`config.mk`:
```
export PLATFORM = sky130hd
export DESIGN_NAME = video_timing_gen
export DESIGN_NICKNAME = d
export VERILOG_FILES = /design/src/rtl/video_timing_gen.sv
export SDC_FILE = /design/constraint.sdc
export NUM_CORES = 1
export LEC_CHECK = 0
export CORE_MARGIN = 3
export CORE_UTILIZATION = 45
export CTS_BUF_LIST = sky130_fd_sc_hd__clkbuf_4 sky130_fd_sc_hd__clkbuf_8 sky130_fd_sc_hd__clkbuf_16
export DETAILED_ROUTE_END_ITERATION = 8
export GPL_ROUTABILITY_DRIVEN = 0
export PLACE_DENSITY_LB_ADDON = 0.25
export SYNTH_ARGS = -nofsm -noshare
export SYNTH_HDL_FRONTEND = slang
export SYNTH_SLANG_ARGS = --single-unit
```
`constraint.sdc`:
```
create_clock -name i_clk -period 3.2 [get_ports i_clk]
set_clock_uncertainty 0.1 [all_clocks]
set_input_delay 0.32 -clock i_clk [delete_from_list [all_inputs] [get_ports i_clk]]
set_output_delay 0.32 -clock i_clk [all_outputs]
set_load 0.1 [all_outputs]
```
`src/rtl/video_timing_gen.sv`:
```
// video_timing_gen: parametrised raster timing and test-pattern generator.
//
// Ports
//   i_clk        system clock
//   i_rst_n      asynchronous active-low reset
//   i_mode       pattern select: 0 solid, 1 border checker, 2 colour bars, 3 external
//   i_ext_rgb    pixel data answering the fetch issued one pixel tick earlier
//   o_pix_req    fetch strobe, high on pixel ticks at active positions
//   o_pix_x/y    pixel position being fetched (raster counters)
//   o_rgb        output colour {R,G,B} 4 bits each
//   o_hs/o_vs    syncs with programmable polarity
//   o_de         active-video enable
//   o_sof        one-clk pulse while pixel (0,0) is presented
//   o_frame_cnt  completed-frame counter
//
// Pipeline: counters (stage 0) -> decode (stage 1) -> output registers (stage 2),
// every stage advancing only on the pixel tick, so outputs trail the counters
// by exactly two pixel ticks.
//
// state              | meaning
// r_x/r_y            | raster position of the pixel being fetched
// r_mode             | pattern in use for the current frame
// stage-1 registers  | decoded position one tick behind the counters
// stage-2 registers  | output pins, two ticks behind the counters
module video_timing_gen #(
  parameter int          H_ACTIVE = 960,
  parameter int          H_FP     = 44,
  parameter int          H_SYNC   = 22,
  parameter int          H_BP     = 74,
  parameter int          V_ACTIVE = 1080,
  parameter int          V_FP     = 4,
  parameter int          V_SYNC   = 5,
  parameter int          V_BP     = 36,
  parameter bit          HS_POL   = 1'b1,
  parameter bit          VS_POL   = 1'b1,
  parameter int          PIX_DIV  = 1,
  parameter int          BORDER_W = 8,
  parameter int          BORDER_H = 16,
  parameter logic [11:0] BG_RGB   = 12'h333
) (
  input  logic        i_clk,
  input  logic        i_rst_n,
  input  logic [1:0]  i_mode,
  input  logic [11:0] i_ext_rgb,
  output logic        o_pix_req,
  output logic [11:0] o_pix_x,
  output logic [11:0] o_pix_y,
  output logic [11:0] o_rgb,
  output logic        o_hs,
  output logic        o_vs,
  output logic        o_de,
  output logic        o_sof,
  output logic [7:0]  o_frame_cnt
);

  localparam int H_TOTAL = H_ACTIVE + H_FP + H_SYNC + H_BP;
  localparam int V_TOTAL = V_ACTIVE + V_FP + V_SYNC + V_BP;
  localparam int DIV_W   = (PIX_DIV > 1) ? $clog2(PIX_DIV) : 1;

  localparam logic [DIV_W-1:0] DIV_LAST = DIV_W'(PIX_DIV - 1);
  localparam logic [11:0] H_LAST   = 12'(H_TOTAL - 1);
  localparam logic [11:0] V_LAST   = 12'(V_TOTAL - 1);
  localparam logic [11:0] H_ACT_L  = 12'(H_ACTIVE);
  localparam logic [11:0] V_ACT_L  = 12'(V_ACTIVE);
  localparam logic [11:0] HS_START = 12'(H_ACTIVE + H_FP);
  localparam logic [11:0] HS_END   = 12'(H_ACTIVE + H_FP + H_SYNC);
  localparam logic [11:0] VS_START = 12'(V_ACTIVE + V_FP);
  localparam logic [11:0] VS_END   = 12'(V_ACTIVE + V_FP + V_SYNC);
  localparam logic [11:0] BAR_W_L  = 12'(H_ACTIVE / 8);
  localparam logic [11:0] BRD_L    = 12'(BORDER_W);
  localparam logic [11:0] BRD_R    = 12'(H_ACTIVE - BORDER_W);
  localparam logic [11:0] BRD_T    = 12'(BORDER_H);
  localparam logic [11:0] BRD_B    = 12'(V_ACTIVE - BORDER_H);

  logic [DIV_W-1:0] r_div;
  logic [11:0]      r_x, r_y;
  logic [1:0]       r_mode;
  logic [7:0]       r_frame;
  logic [11:0]      r_x1, r_y1, r_seg;
  logic             r_act1, r_hs1, r_vs1;
  logic [2:0]       r_bar1;
  logic [11:0]      r_rgb;
  logic             r_hs, r_vs, r_de, r_sof;

  logic             w_pe;
  logic             w_in_hact;
  logic             w_act0;
  logic             w_border;
  logic [11:0]      w_rgb;

  assign w_pe      = (r_div == '0);
  assign w_in_hact = (r_x < H_ACT_L);
  assign w_act0    = w_in_hact && (r_y < V_ACT_L);

  always_ff @(posedge i_clk or negedge i_rst_n) begin
    if (!i_rst_n)              r_div <= '0;
    else if (r_div == DIV_LAST) r_div <= '0;
    else                       r_div <= r_div + 1'b1;
  end

  // Raster counters; the mode latch and frame count share the last-pixel tick
  // so a new pattern always starts cleanly at (0,0).
  always_ff @(posedge i_clk or negedge i_rst_n) begin
    if (!i_rst_n) begin
      r_x     <= '0;
      r_y     <= '0;
      r_mode  <= '0;
      r_frame <= '0;
    end else if (w_pe) begin
      if (r_x == H_LAST) begin
        r_x <= '0;
        if (r_y == V_LAST) begin
          r_y     <= '0;
          r_mode  <= i_mode;
          r_frame <= r_frame + 8'd1;
        end else begin
          r_y <= r_y + 12'd1;
        end
      end else begin
        r_x <= r_x + 12'd1;
      end
    end
  end

  // Stage 1. r_seg counts pixels already placed in the current bar, so the bar
  // index steps every H_ACTIVE/8 pixels without needing a divider.
  always_ff @(posedge i_clk or negedge i_rst_n) begin
    if (!i_rst_n) begin
      r_x1   <= '0;
      r_y1   <= '0;
      r_act1 <= 1'b0;
      r_hs1  <= 1'b0;
      r_vs1  <= 1'b0;
      r_bar1 <= '0;
      r_seg  <= '0;
    end else if (w_pe) begin
      r_x1   <= r_x;
      r_y1   <= r_y;
      r_act1 <= w_act0;
      r_hs1  <= (r_x >= HS_START) && (r_x < HS_END);
      r_vs1  <= (r_y >= VS_START) && (r_y < VS_END);
      if (r_x == '0) begin
        r_bar1 <= '0;
        r_seg  <= 12'd1;
      end else if (w_in_hact) begin
        if (r_seg == BAR_W_L) begin
          r_bar1 <= r_bar1 + 3'd1;
          r_seg  <= 12'd1;
        end else begin
          r_seg <= r_seg + 12'd1;
        end
      end
    end
  end

  assign w_border = (r_x1 < BRD_L) || (r_x1 >= BRD_R) ||
                    (r_y1 < BRD_T) || (r_y1 >= BRD_B);

  always_comb begin
    w_rgb = '0;
    if (r_act1) begin
      case (r_mode)
        2'd0: w_rgb = BG_RGB;
        2'd1: begin
          if (w_border)
            w_rgb = (r_x1[1] ^ r_y1[2] ^ r_frame[5]) ? 12'hFFF : 12'h000;
          else
            w_rgb = BG_RGB;
        end
        2'd2: w_rgb = {{4{r_bar1[2]}}, {4{r_bar1[1]}}, {4{r_bar1[0]}}};
        default: w_rgb = i_ext_rgb;
      endcase
    end
  end

  // Stage 2: output registers. sof is cleared every clk so it lasts one clk
  // even when the pixel tick is slower than the clock.
  always_ff @(posedge i_clk or negedge i_rst_n) begin
    if (!i_rst_n) begin
      r_rgb <= '0;
      r_hs  <= ~HS_POL;
      r_vs  <= ~VS_POL;
      r_de  <= 1'b0;
      r_sof <= 1'b0;
    end else begin
      r_sof <= 1'b0;
      if (w_pe) begin
        r_rgb <= w_rgb;
        r_hs  <= r_hs1 ? HS_POL : ~HS_POL;
        r_vs  <= r_vs1 ? VS_POL : ~VS_POL;
        r_de  <= r_act1;
        r_sof <= r_act1 && (r_x1 == '0) && (r_y1 == '0);
      end
    end
  end

  // The divider idles at zero in reset, so the strobe is masked there.
  assign o_pix_req   = w_pe && w_act0 && i_rst_n;
  assign o_pix_x     = r_x;
  assign o_pix_y     = r_y;
  assign o_rgb       = r_rgb;
  assign o_hs        = r_hs;
  assign o_vs        = r_vs;
  assign o_de        = r_de;
  assign o_sof       = r_sof;
  assign o_frame_cnt = r_frame;

endmodule

```
# Word-level counts from Yosys, hierarchy flattened

Cells that the tools add are included.

Reduce and logical (&&, ||, !) cells: 20
Bitwise gates (word level): 3
Shift operators: 0
Magnitude comparators: 10
Equality and inequality tests: 5
Add/sub/neg operators: 6
Divide/modulo/power cells: 0
Multiplexer cells: 16
Multiply operators: 0

Operators by type and width:

| operator              | number |
|---|---|
| $mux 12               | 8 |
| $add 12x1->12 const B | 3 |
| $logic_not 12->1      | 3 |
| $lt 12x11->1 const B  | 3 |
| $pmux 12 s3           | 1 |
| $eq 12x11->1 const B  | 2 |
| $ge 12x10->1 const B  | 2 |
| $ge 12x11->1 const B  | 2 |
| $eq 12x7->1 const B   | 1 |
| $lt 12x10->1 const B  | 1 |
| $lt 12x4->1 const B   | 1 |
| $lt 12x5->1 const B   | 1 |
| $mux 3                | 3 |
| $add 8x1->8 const B   | 1 |
| $logic_and 1x1->1     | 7 |
| $reduce_and 3->1      | 2 |
| $mux 1                | 4 |
| $reduce_and 2->1      | 2 |
| $reduce_bool 2->1     | 2 |
| $add 3x1->3 const B   | 1 |
| $logic_or 1x1->1      | 3 |
| $eq 2x1->1 const B    | 1 |
| $eq 2x2->1 const B    | 1 |
| $logic_not 2->1       | 1 |
| other kinds (3)       | 4 |

Output and inout port bits: 49
Input bits: 16
Bits in registers: 93
Bits in latches: 0
RAM bits: 0
Word-level logic and storage cells: 77
Memories: 0
Memory bits (read-only): 0

# Longest topological paths before layout

Depth in word-level cells: 7
Gate-level depth with buffers: 7
Depth with buffers taken out: 6

# Least setup slack after synthesis

Ideal clock, no wire load.

Path type: register -> output
From: register r_y[3], in the netlist o_pix_y[3]
To: output port o_pix_req
Required time: 2.780 ns
Arrival: 2.784 ns
Setup slack: -0.004 ns
Path buffers: 1
Stages on the path, launching flop included: 6
Path through: dfrtp_1 and3_1 clkbuf_1 or3b_2 a211oi_1 and2_1

Longest elaborated chain between the ends: 4

RTL lines:

| item                           | RTL line | RTL |
|---|---|---|
| start, declared                | 76       | `logic [11:0] r_x, r_y;` |
| start signal, assigned         | 117      | `r_y <= r_y + 12'd1;` |
| $lt 12x11->1                   | 93       | `assign w_act0 = w_in_hact && (r_y < V_ACT_L);` |
| $logic_and 1x1->1              | 93       |  |
| net w_act0                     | 87       | `logic w_act0;` |
| $logic_and 1x1->1 (2 in a row) | 198      | `assign o_pix_req = w_pe && w_act0 && i_rst_n;` |
| end, declared                  | 45       | `output logic o_pix_req,` |

The timed path passes the listed nets, and every way through them passes these cells.

# Worst setup path after layout

From: register r_y[8], in the netlist o_pix_y[8]
To: output port o_pix_req

Same word-level chain as after synthesis.

==> qor.csv <==
stage,metric,value,unit
status,status,finished clean,
synth,register area share after synthesis,56.60,%
place,Cells after DPL,548,
place,Setup WS pre-CTS,0.6845,ns
drt,antenna-violating nets left,0,
drt,Residual DRC,0,
sta,Final setup viols,0,
sta,Hold Slack,0.2577,ns
synth,Ys Warns,0,
drt,Initial DRC Count,144,
final_layout,final non-filler cell total,564,
min_path,Hold/Removal Path Class,reg2reg,
clock_tree,CTS Hold Bufs,1,
critical_path,Worst Setup Start Kind,register,
synth,main flop type after synthesis,dfrtp_1,
floorplanning,Row Count,34,
floorplanning,Die X,101.1,um
sta,Final period util,85.36,%
global_routing,Total GRT Usage,19.15,%
drt,Via density,5.628,
clock_tree,Clock Tree Buf Depth,2,
clock_tree,clock latency on the worst-skew pair,0.35,ns
drt,drt first pass iters,4,
power,worst vdd ir,0.2721,mV
sta,post-route setup slack,0.4683,ns
global_routing,first-pass GRT wire length,15290,um
synth,net count after synthesis,403,
sta,Achievable Freq,0.3661,GHz
critical_path,CP Class,reg2out,
sta,Slew HR,33.39,%
critical_path,Worst setup EP type,primary output,
clock_tree,root buf cell,clkbuf_8,
sta,Final TNS setup,0,ns
clock_tree,H-tree Lvls,3,
final_layout,fin nets,476,
sta,Pins Over Slew Limit,0,
synth,Post-Syn Area,0.004068,sq mm
critical_path,CP bufs+invs,1,
min_path,WHS Endpoint,o_hs,
synth,Synth area leaders,"dfrtp_1 57%, nand3_1 3.7%, nand2_1 3.5%",
critical_path,max incr delay on CP,0.49,ns
clock_tree,total CTS buffers,9,
synth,Synth cell types,52,
critical_path,CP max FO,5,
synth,top-count cell post-synth,dfrtp_1,
floorplanning,Initial Util,46.42,%
synth,ys async rst share,100.0,%
place,DP Area,0.004783,sq mm
job,Max-cap violations,0,
synth,Seq cells post-synth,92,
final_layout,final core occ,57.62,%
clock_tree,Setup Buffers After CTS,0,
synth,area share of the largest cell type after synthesis,56.60,%
drt,final wirelength,8965,um
global_routing,gr ovfl total,0,
power,Leak,2.320,nW
power,power density cells,435.7,mW/mm^2
final_layout,ratio of cells with drive above 1 in the final layout,15.13,%
final_layout,design area,0.005050,sq mm
clock_tree,post-cts gate resize count,0,
place,Port Buffers,64,
min_path,hold path startpoint,r_hs1,
floorplanning,core area,0.008763,sq mm
critical_path,family with the most delay on the worst path,simple AND/OR/NAND/NOR gates,
sta,Slew @ Worst Pin,0.9961,ns
synth,Synth Instances,379,
clock_tree,CTS tree,yes,
critical_path,Critical R2R Capture,o_frame_cnt[1],
floorplanning,Die Y,101.1,um
final_layout,Area growth syn-to-layout,24.15,%
clock_tree,clk slew on worst S/H paths,0.09,ns
synth,Yosys top cell by area,dfrtp_1,
critical_path,R2R Setup Slk,0.65,ns
global_routing,vias in the first global route,3015,
synth,Syn Area/Cell,10.73,sq um
floorplanning,full die area,0.01022,sq mm
sta,RSZ-0062 raised after global routing,no,
global_routing,initial antenna violation count,0,
critical_path,Arrival @ worst endpoint,2.31,ns
synth,Post-synth top cells,"92 x dfrtp_1, 38 x nand2_1, 30 x nand3_1",
floorplanning,IO Pins,65,
place,HPWL Detailed,6332,um
critical_path,worst reg2reg path depth,5,
drt,wire per inst,15.90,um
final_layout,ant diodes,0,
synth,number of flops mapped to enable cells by yosys,0,
critical_path,Required @ worst endpoint,2.78,ns
min_path,Hold Path Cell Cnt,0,
critical_path,worst r2r src,o_pix_x[8],
sta,Hold Fails Final Rpt,0,
sta,Tmin final,2.732,ns
clock_tree,clock sinks,92,
critical_path,critical-path cell list,"nor3_1, or3b_2, a211oi_1, and2_2, buf_12",
drt,via count,3174,
power,Tot Pwr,2.200,mW
global_routing,largest net degree at the start of global routing,61,
critical_path,CP max-delay cell,or3b_2,
## layout by cell type (no fill, tap or decap), types with 3 or more instances in the layout
| cell | instances |
|---|---|
| nand2b_1 | 5 |
| ha_1 | 8 |
| xnor2_1 | 10 |
| clkbuf_8 | 9 |
| a21oi_1 | 18 |
| nor3_1 | 9 |
| clkdlybuf4s50_1 | 32 |
| o31ai_1 | 3 |
| nand3_1 | 30 |
| mux2_2 | 3 |
| xor2_1 | 14 |
| a31oi_1 | 8 |
| nor2b_1 | 3 |
| o21ai_0 | 10 |
| o311ai_0 | 3 |
| or4_1 | 3 |
| nor2_1 | 15 |
| and4_1 | 3 |
| dfrtp_1 | 92 |
| mux2i_1 | 3 |
| nand4_1 | 16 |
| bufinv_16 | 4 |
| o22ai_1 | 10 |
| nor4_1 | 7 |
| inv_1 | 19 |
| and3_1 | 6 |
| nand2_1 | 38 |
| buf_4 | 40 |
## power by group
group | internal [mW] | total (mW) | switching [mW] | leakage [nW]
Sequential | 1.16 | 1.16 | 0 | 1.21
Clock | 0.601 | 0.988 | 0.387 | 0.130
Combinational | 0.0202 | 0.0509 | 0.0307 | 0.985
Total | 1.78 | 2.20 | 0.418 | 2.32
## how the worst max path moves through the flow
stage | start | endpoint | depth (start not counted)
floorplan | o_pix_y[3] | o_pix_req | 5
global placement | o_pix_x[8] | r_mode[0] | 5
detailed placement | o_pix_x[8] | r_mode[1] | 5
CTS | o_pix_y[8] | o_pix_req | 5
global route | o_pix_y[9] | o_pix_req | 5
finish | o_pix_y[8] | o_pix_req | 5
## worst register-to-register path, cell delays in order (launching register included)
cell and delay, ns:
dfrtp_1 0.48, or4b_4 0.60, or3_1 0.37, buf_4 0.20, nor2_1 0.30, mux2_2 0.38
## registers in the layout (all words and copies together), names as in the netlist, 2 cells and up
register / cells
o_pix_x: 12
o_pix_y: 12
o_rgb: 12
r_seg: 12
r_x1: 12
r_y1: 12
o_frame_cnt: 8
r_bar1: 3
r_mode: 2
## metal layers
| metal | global-route usage (%) | routed length [um] |
|---|---|---|
| met1 | 27.60 | 4054 |
| met2 | 29.07 | 4240 |
| met3 | 3.322 | 527 |
| met4 | 7.055 | 144 |
| met5 | 0 | 0 |
## logic make-up after synthesis
| logic type | after synthesis | share of synthesized area [%] |
|---|---|---|
| AO/OA/AOI/OAI | 65 | 10.30 |
| XOR/XNOR | 24 | 5.168 |
| adder cells (fa/ha/maj) | 8 | 2.461 |
| buffers and inverters | 31 | 3.260 |
| flip-flops | 92 | 56.60 |
| multiplexers | 6 | 1.569 |
| AND/OR/NAND/NOR | 153 | 20.64 |
## final cells by class
cell class / instances / area (sq um)
clock buffer: 10 / 131.4
multi-input combinational: 256 / 1634
sequential: 92 / 2302
timing repair buffer: 74 / 650.6
clock inverter: 5 / 125.1
fill: 752 / 3714
inverter: 19 / 71.32
tap: 108 / 135.1
Power figures use the tool's default switching activity.
==> RTL change 1 (same settings) <==
Register the inputs `i_mode` and `i_ext_rgb` before use. The logic sees them one clock later.
--- a/src/rtl/video_timing_gen.sv
+++ b/src/rtl/video_timing_gen.sv
@@ -74,2 +74,10 @@
 
+  logic [1:0] i_mode_q;
+  logic [11:0] i_ext_rgb_q;
+
+  always_ff @(posedge i_clk) begin
+    i_mode_q    <= i_mode;
+    i_ext_rgb_q <= i_ext_rgb;
+  end
+
   logic [DIV_W-1:0] r_div;
@@ -113,3 +121,3 @@
           r_y     <= '0;
-          r_mode  <= i_mode;
+          r_mode  <= i_mode_q;
           r_frame <= r_frame + 8'd1;
@@ -170,3 +178,3 @@
         2'd2: w_rgb = {{4{r_bar1[2]}}, {4{r_bar1[1]}}, {4{r_bar1[0]}}};
-        default: w_rgb = i_ext_rgb;
+        default: w_rgb = i_ext_rgb_q;
       endcase
Formal check against the unedited RTL: no difference found for any inputs over 10 cycles, from zero or initial values and one cycle with i_rst_n low; that may be too few to reach the edited logic, so the function may still have changed.
==> RTL change 1 against the unedited design <==
- synthesized area rose by 5.7%
- wire length rose by 3.1%
- first-iteration DRC count fell by 15%
- cell area rose by 3.5%
- total power rose by 1.1%
- count of clock-buffer cells in the layout rose by 2
- sequential cell count rose by 14
- setup slack improved by 96 ps
- clock power fell by 16%
- critical path type unchanged
- largest power group unchanged
- highest routed layer unchanged
==> RTL change 1: results (changes against the unedited design) <==
Worst slew margin 34.64% (+1.3 points); Avg Synthesized Cell Area 11.17 µm² (+4.1%); Port Buffers 64 (unchanged); via/cell ratio 5.383 (-4.3%); Mapped Nets 409 (+1.5%); crit-path max cell delay 470 ps (-20 ps); Seq/Total Area, Yosys 60.05% (+3.5 points); Leakage 2.402 nW (+3.5%); overall routing resource usage 17.72% (-1.4 points); Area contributors post-synth dfrtp_1, dfxtp_1, nand3_1; first-pass GRT wire length 15,590 µm (+2.0%); Switching Share 20.63% (+1.6 points); placed insts 573 (+4.6%); post-DP HPWL 6452 µm (+1.9%); clock network power share 37.3% (-7.6 points); status complete, no violations; Fill cells 819 (+8.9%); Async SR Flop Fraction 86.79% (-13 points); Iteration-0 DRC Markers 123 (-15%); pin count of the biggest net entering global routing 54 (-11%); critical path fanouts, max 7 (+2); clock group power 829 µW (-16%); Worst Path Arrival 2220 ps (-90 ps); nets 480 (+0.84%); antenna violations before repair 0 (unchanged); share of cells above drive strength 1 13.45% (-1.7 points); vias 3,176 (+0.063%); number of global-route vias before repair 3,126 (+3.7%); Worst path slowest cell dfrtp_1; Synth top cells by count dfrtp_1, nand2_1, nand3_1, a21oi_1, inv_1; post-synthesis cell type count 50 (-3.8%); Max VDD drop 0.0002318 V (-15%)
==> RTL change 1: cell types whose count changed in the layout (fill, tap and decap cells not counted), sizes merged, moves of 3 or more <==
cell | before | now
dfxtp | 0 | 14
nand2 | 38 | 24
nand3 | 30 | 24
a21oi | 18 | 23
buf | 41 | 38
bufinv | 4 | 1
inv | 19 | 22
nand2b | 5 | 2
nor3 | 9 | 12
nor4 | 9 | 6
==> RTL change 1: worst paths after layout <==
path,from,to,slack (ps),cells after the start
worst max-delay path,o_pix_y[8]$_DFFE_PN0N_,o_pix_req,560,5
worst min-delay path,r_hs1$_DFF_PN0_,o_hs$_DFF_PN0_,260,0
worst max register to register,o_pix_x[2]$_DFF_PN0_,r_mode[0]$_DFFE_PN0P_,580,4
worst min register to register,r_hs1$_DFF_PN0_,o_hs$_DFF_PN0_,260,0
max in group asynchronous,i_rst_n,o_frame_cnt[4]$_DFFE_PN0P_,1580,3
min in group asynchronous,i_rst_n,o_rgb[8]$_DFF_PN0_,370,2
==> RTL change 1: per-layer routing <==
layer	share of wire [%]	GRT usage [%]	wire, µm
met5	0	0	0
met4	0.98	5.603	91
met3	5.4	4.237	496
met2	48	27.43	4393
met1	46	24.87	4259
==> RTL change 1: logic make-up after synthesis <==
group	Yosys count	share of synthesized area [%]
flops	106	60.05
buf+inv	32	3.084
fa+ha+maj	8	2.328
compound gates	70	10.10
simple gates	140	18.30
mux	5	1.251
xor+xnor	24	4.888
==> RTL change 1: area by class of cell <==
type,count,area (µm²),share of cell area (%)
clock inverters,4,51.30,0.9813
repair buffers,71,615.6,11.78
multi-input cells,247,1585,30.33
flip-flops and latches,106,2582,49.40
well taps,129,161.4,3.088
clock buffers,12,152.6,2.920
inverters,21,78.83,1.508
==> RTL change 2 (same flow settings) <==
Made on the original files. Set the parameter `VS_POL` to 1'b0 (it was 1'b1).
--- a/src/rtl/video_timing_gen.sv
+++ b/src/rtl/video_timing_gen.sv
@@ -34,3 +34,3 @@
   parameter bit          HS_POL   = 1'b1,
-  parameter bit          VS_POL   = 1'b1,
+  parameter bit          VS_POL   = 1'b0,
   parameter int          PIX_DIV  = 1,
Check against the original RTL: not equivalent (a bounded check fails within 4 cycles, from zero or initial values and one cycle with i_rst_n low).
==> RTL change 2 against the unedited design <==
- global-route usage decreased by 0.30 points
- sequential cell count unchanged
- final cell count increased by 7.6%
- combinational power decreased by 4%
- sequential share of layout area decreased by 0.77 points
- critical path type unchanged
- synthesized area increased by 5.1%
- setup slack improved by 25 ps
- largest power group unchanged
- critical endpoint unchanged
- fmax increased by 0.91%
- non-clock buffer count decreased by 6
- cell area increased by 1.8%
- total power decreased by 11%
- wire length increased by 5.9%
==> RTL change 2: results (changes against the unedited design) <==
worst min-delay path category register to register; Area contributors post-synth dfrtp_1, nand2_1, nand3_1; min-delay src r_vs1$_DFF_PN0_; r2r worst-path depth 4 (-1); Critical Path Source o_pix_x[10]$_DFF_PN0_; Avg Synthesized Cell Area 10.37 µm² (-3.3%); Ys Warns 0 (unchanged); Root Driver clkbuf_8; Seq/Total Area, Yosys 53.89% (-2.7 points); Slew @ Worst Pin 972.2 ps (-23.87 ps); status complete, no violations; Async SR Flop Fraction 100.0% (unchanged); first-pass GRT wire length 15,960 µm (+4.4%); CTS Buf Count 9 (unchanged); Iteration-0 DRC Markers 213 (+48%); via/cell ratio 5.634 (+0.12%); clock tree buffer depth 2 (unchanged); reg2reg end r_mode[1]$_DFFE_PN0P_; hold worst-path end o_vs$_DFF_PN1_; share of cells above drive strength 1 14.76% (-0.37 points); TritonRoute pass-1 iters 7 (+3); r2r startpoint o_pix_y[9]$_DFFE_PN0N_; Skew-Pair Late Insertion Delay 350 ps (about the same); placed insts 590 (+7.7%); top_reg_cell synth dfrtp_1; Clock H-tree levels 3 (unchanged); Post-DP Area 4942 µm² (+3.3%); Port Buffers 64 (unchanged); overall routing resource usage 18.85% (-0.30 points); Hold Path Cell Cnt 1 (+1); Leakage 2.299 nW (-0.92%); pin count of the biggest net entering global routing 68 (+11%); DP Worst Slack 894.9 ps (+210.4 ps); number of global-route vias before repair 3,243 (+7.6%); vias 3,420 (+7.8%); antenna violations before repair 0 (unchanged); Mapped Nets 436 (+8.2%); Synth top cells by count dfrtp_1, nand2_1, nand3_1, inv_1, nor2_1; post-synthesis cell type count 51 (-1.9%); Ant. Diodes 0 (unchanged); DRT Wirelength 9496 µm (+5.9%); Worst Path Arrival 2290 ps (-20 ps); final hold slack 259.2 ps (+1.517 ps); clk slew on worst S/H paths 80 ps; nets 500 (+5.0%); critical path fanouts, max 13 (+8); Max VDD drop 0.0002174 V (-20%); post-DP HPWL 6610 µm (+4.4%)
## RTL change 2: changes by cell type after synthesis, moves of 4 or more
cell | before | now
nand4b_1 | 1 | 6
nand2_1 | 38 | 45
nor4_1 | 7 | 13
or2_2 | 1 | 5
o22ai_1 | 10 | 5
## RTL change 2: repair_timing
item,4_1_cts,5_1_grt
hold endpoints to repair,24,0
hold buffers,1,0
setup buffers,0,0
gates resized for setup,0,0
## RTL change 2: worst max path at each step
stage	end	slack (ps)	cells past startpoint
CTS	o_pix_req	500	5
finish	o_pix_req	490	5
global route	o_pix_req	200	5
floorplan	o_pix_req	250	6
detailed placement	o_pix_req	890	5
global placement	o_frame_cnt[1]$_DFFE_PN0P_	960	4
## RTL change 2: report_power, final
part / total, mW / switching (mW) / internal [mW]
sequential: 1.16 / 0 / 1.16
clock: 0.740 / 0.395 / 0.345
combinational: 0.0491 / 0.0308 / 0.0183
total: 1.95 / 0.426 / 1.52
## RTL change 2: cells by family after synthesis
logic type               Yosys count  synth area share, %
AND/OR/NAND/NOR                  185                24.39
flip-flops                        92                53.89
multiplexers                       7                1.756
AO/OA/AOI/OAI                     61                9.163
XOR/XNOR                          22                4.830
buffers and inverters             37                3.630
adder cells (fa/ha/maj)            8                2.342
## RTL change 2: area by class of cell
type | count | area (µm²)
Inverter | 22 | 82.58
Clock buffer | 13 | 166.4
Timing Repair Buffer | 68 | 593.1
Clock inverter | 3 | 21.27
Fill cell | 776 | 3836
Tap cell | 126 | 157.7
Sequential cell | 92 | 2303
Multi-Input combinational cell | 283 | 1815
## RTL change 2: worst max-delay path, cell delays in order (launching register included)
cell and delay [ps]:
dfrtp_1 480, nor2_1 320, nand2_1 350, nor3_1 270, and2_1 210, buf_4 310
## RTL change 2: routing by layer
layer | wire length, µm | share of wire (%) | global-route usage (%)
met5 | 0 | 0 | 0
met4 | 73 | 0.77 | 4.781
met3 | 515 | 5.4 | 4.091
met2 | 4298 | 45 | 28.09
met1 | 4608 | 49 | 28.12
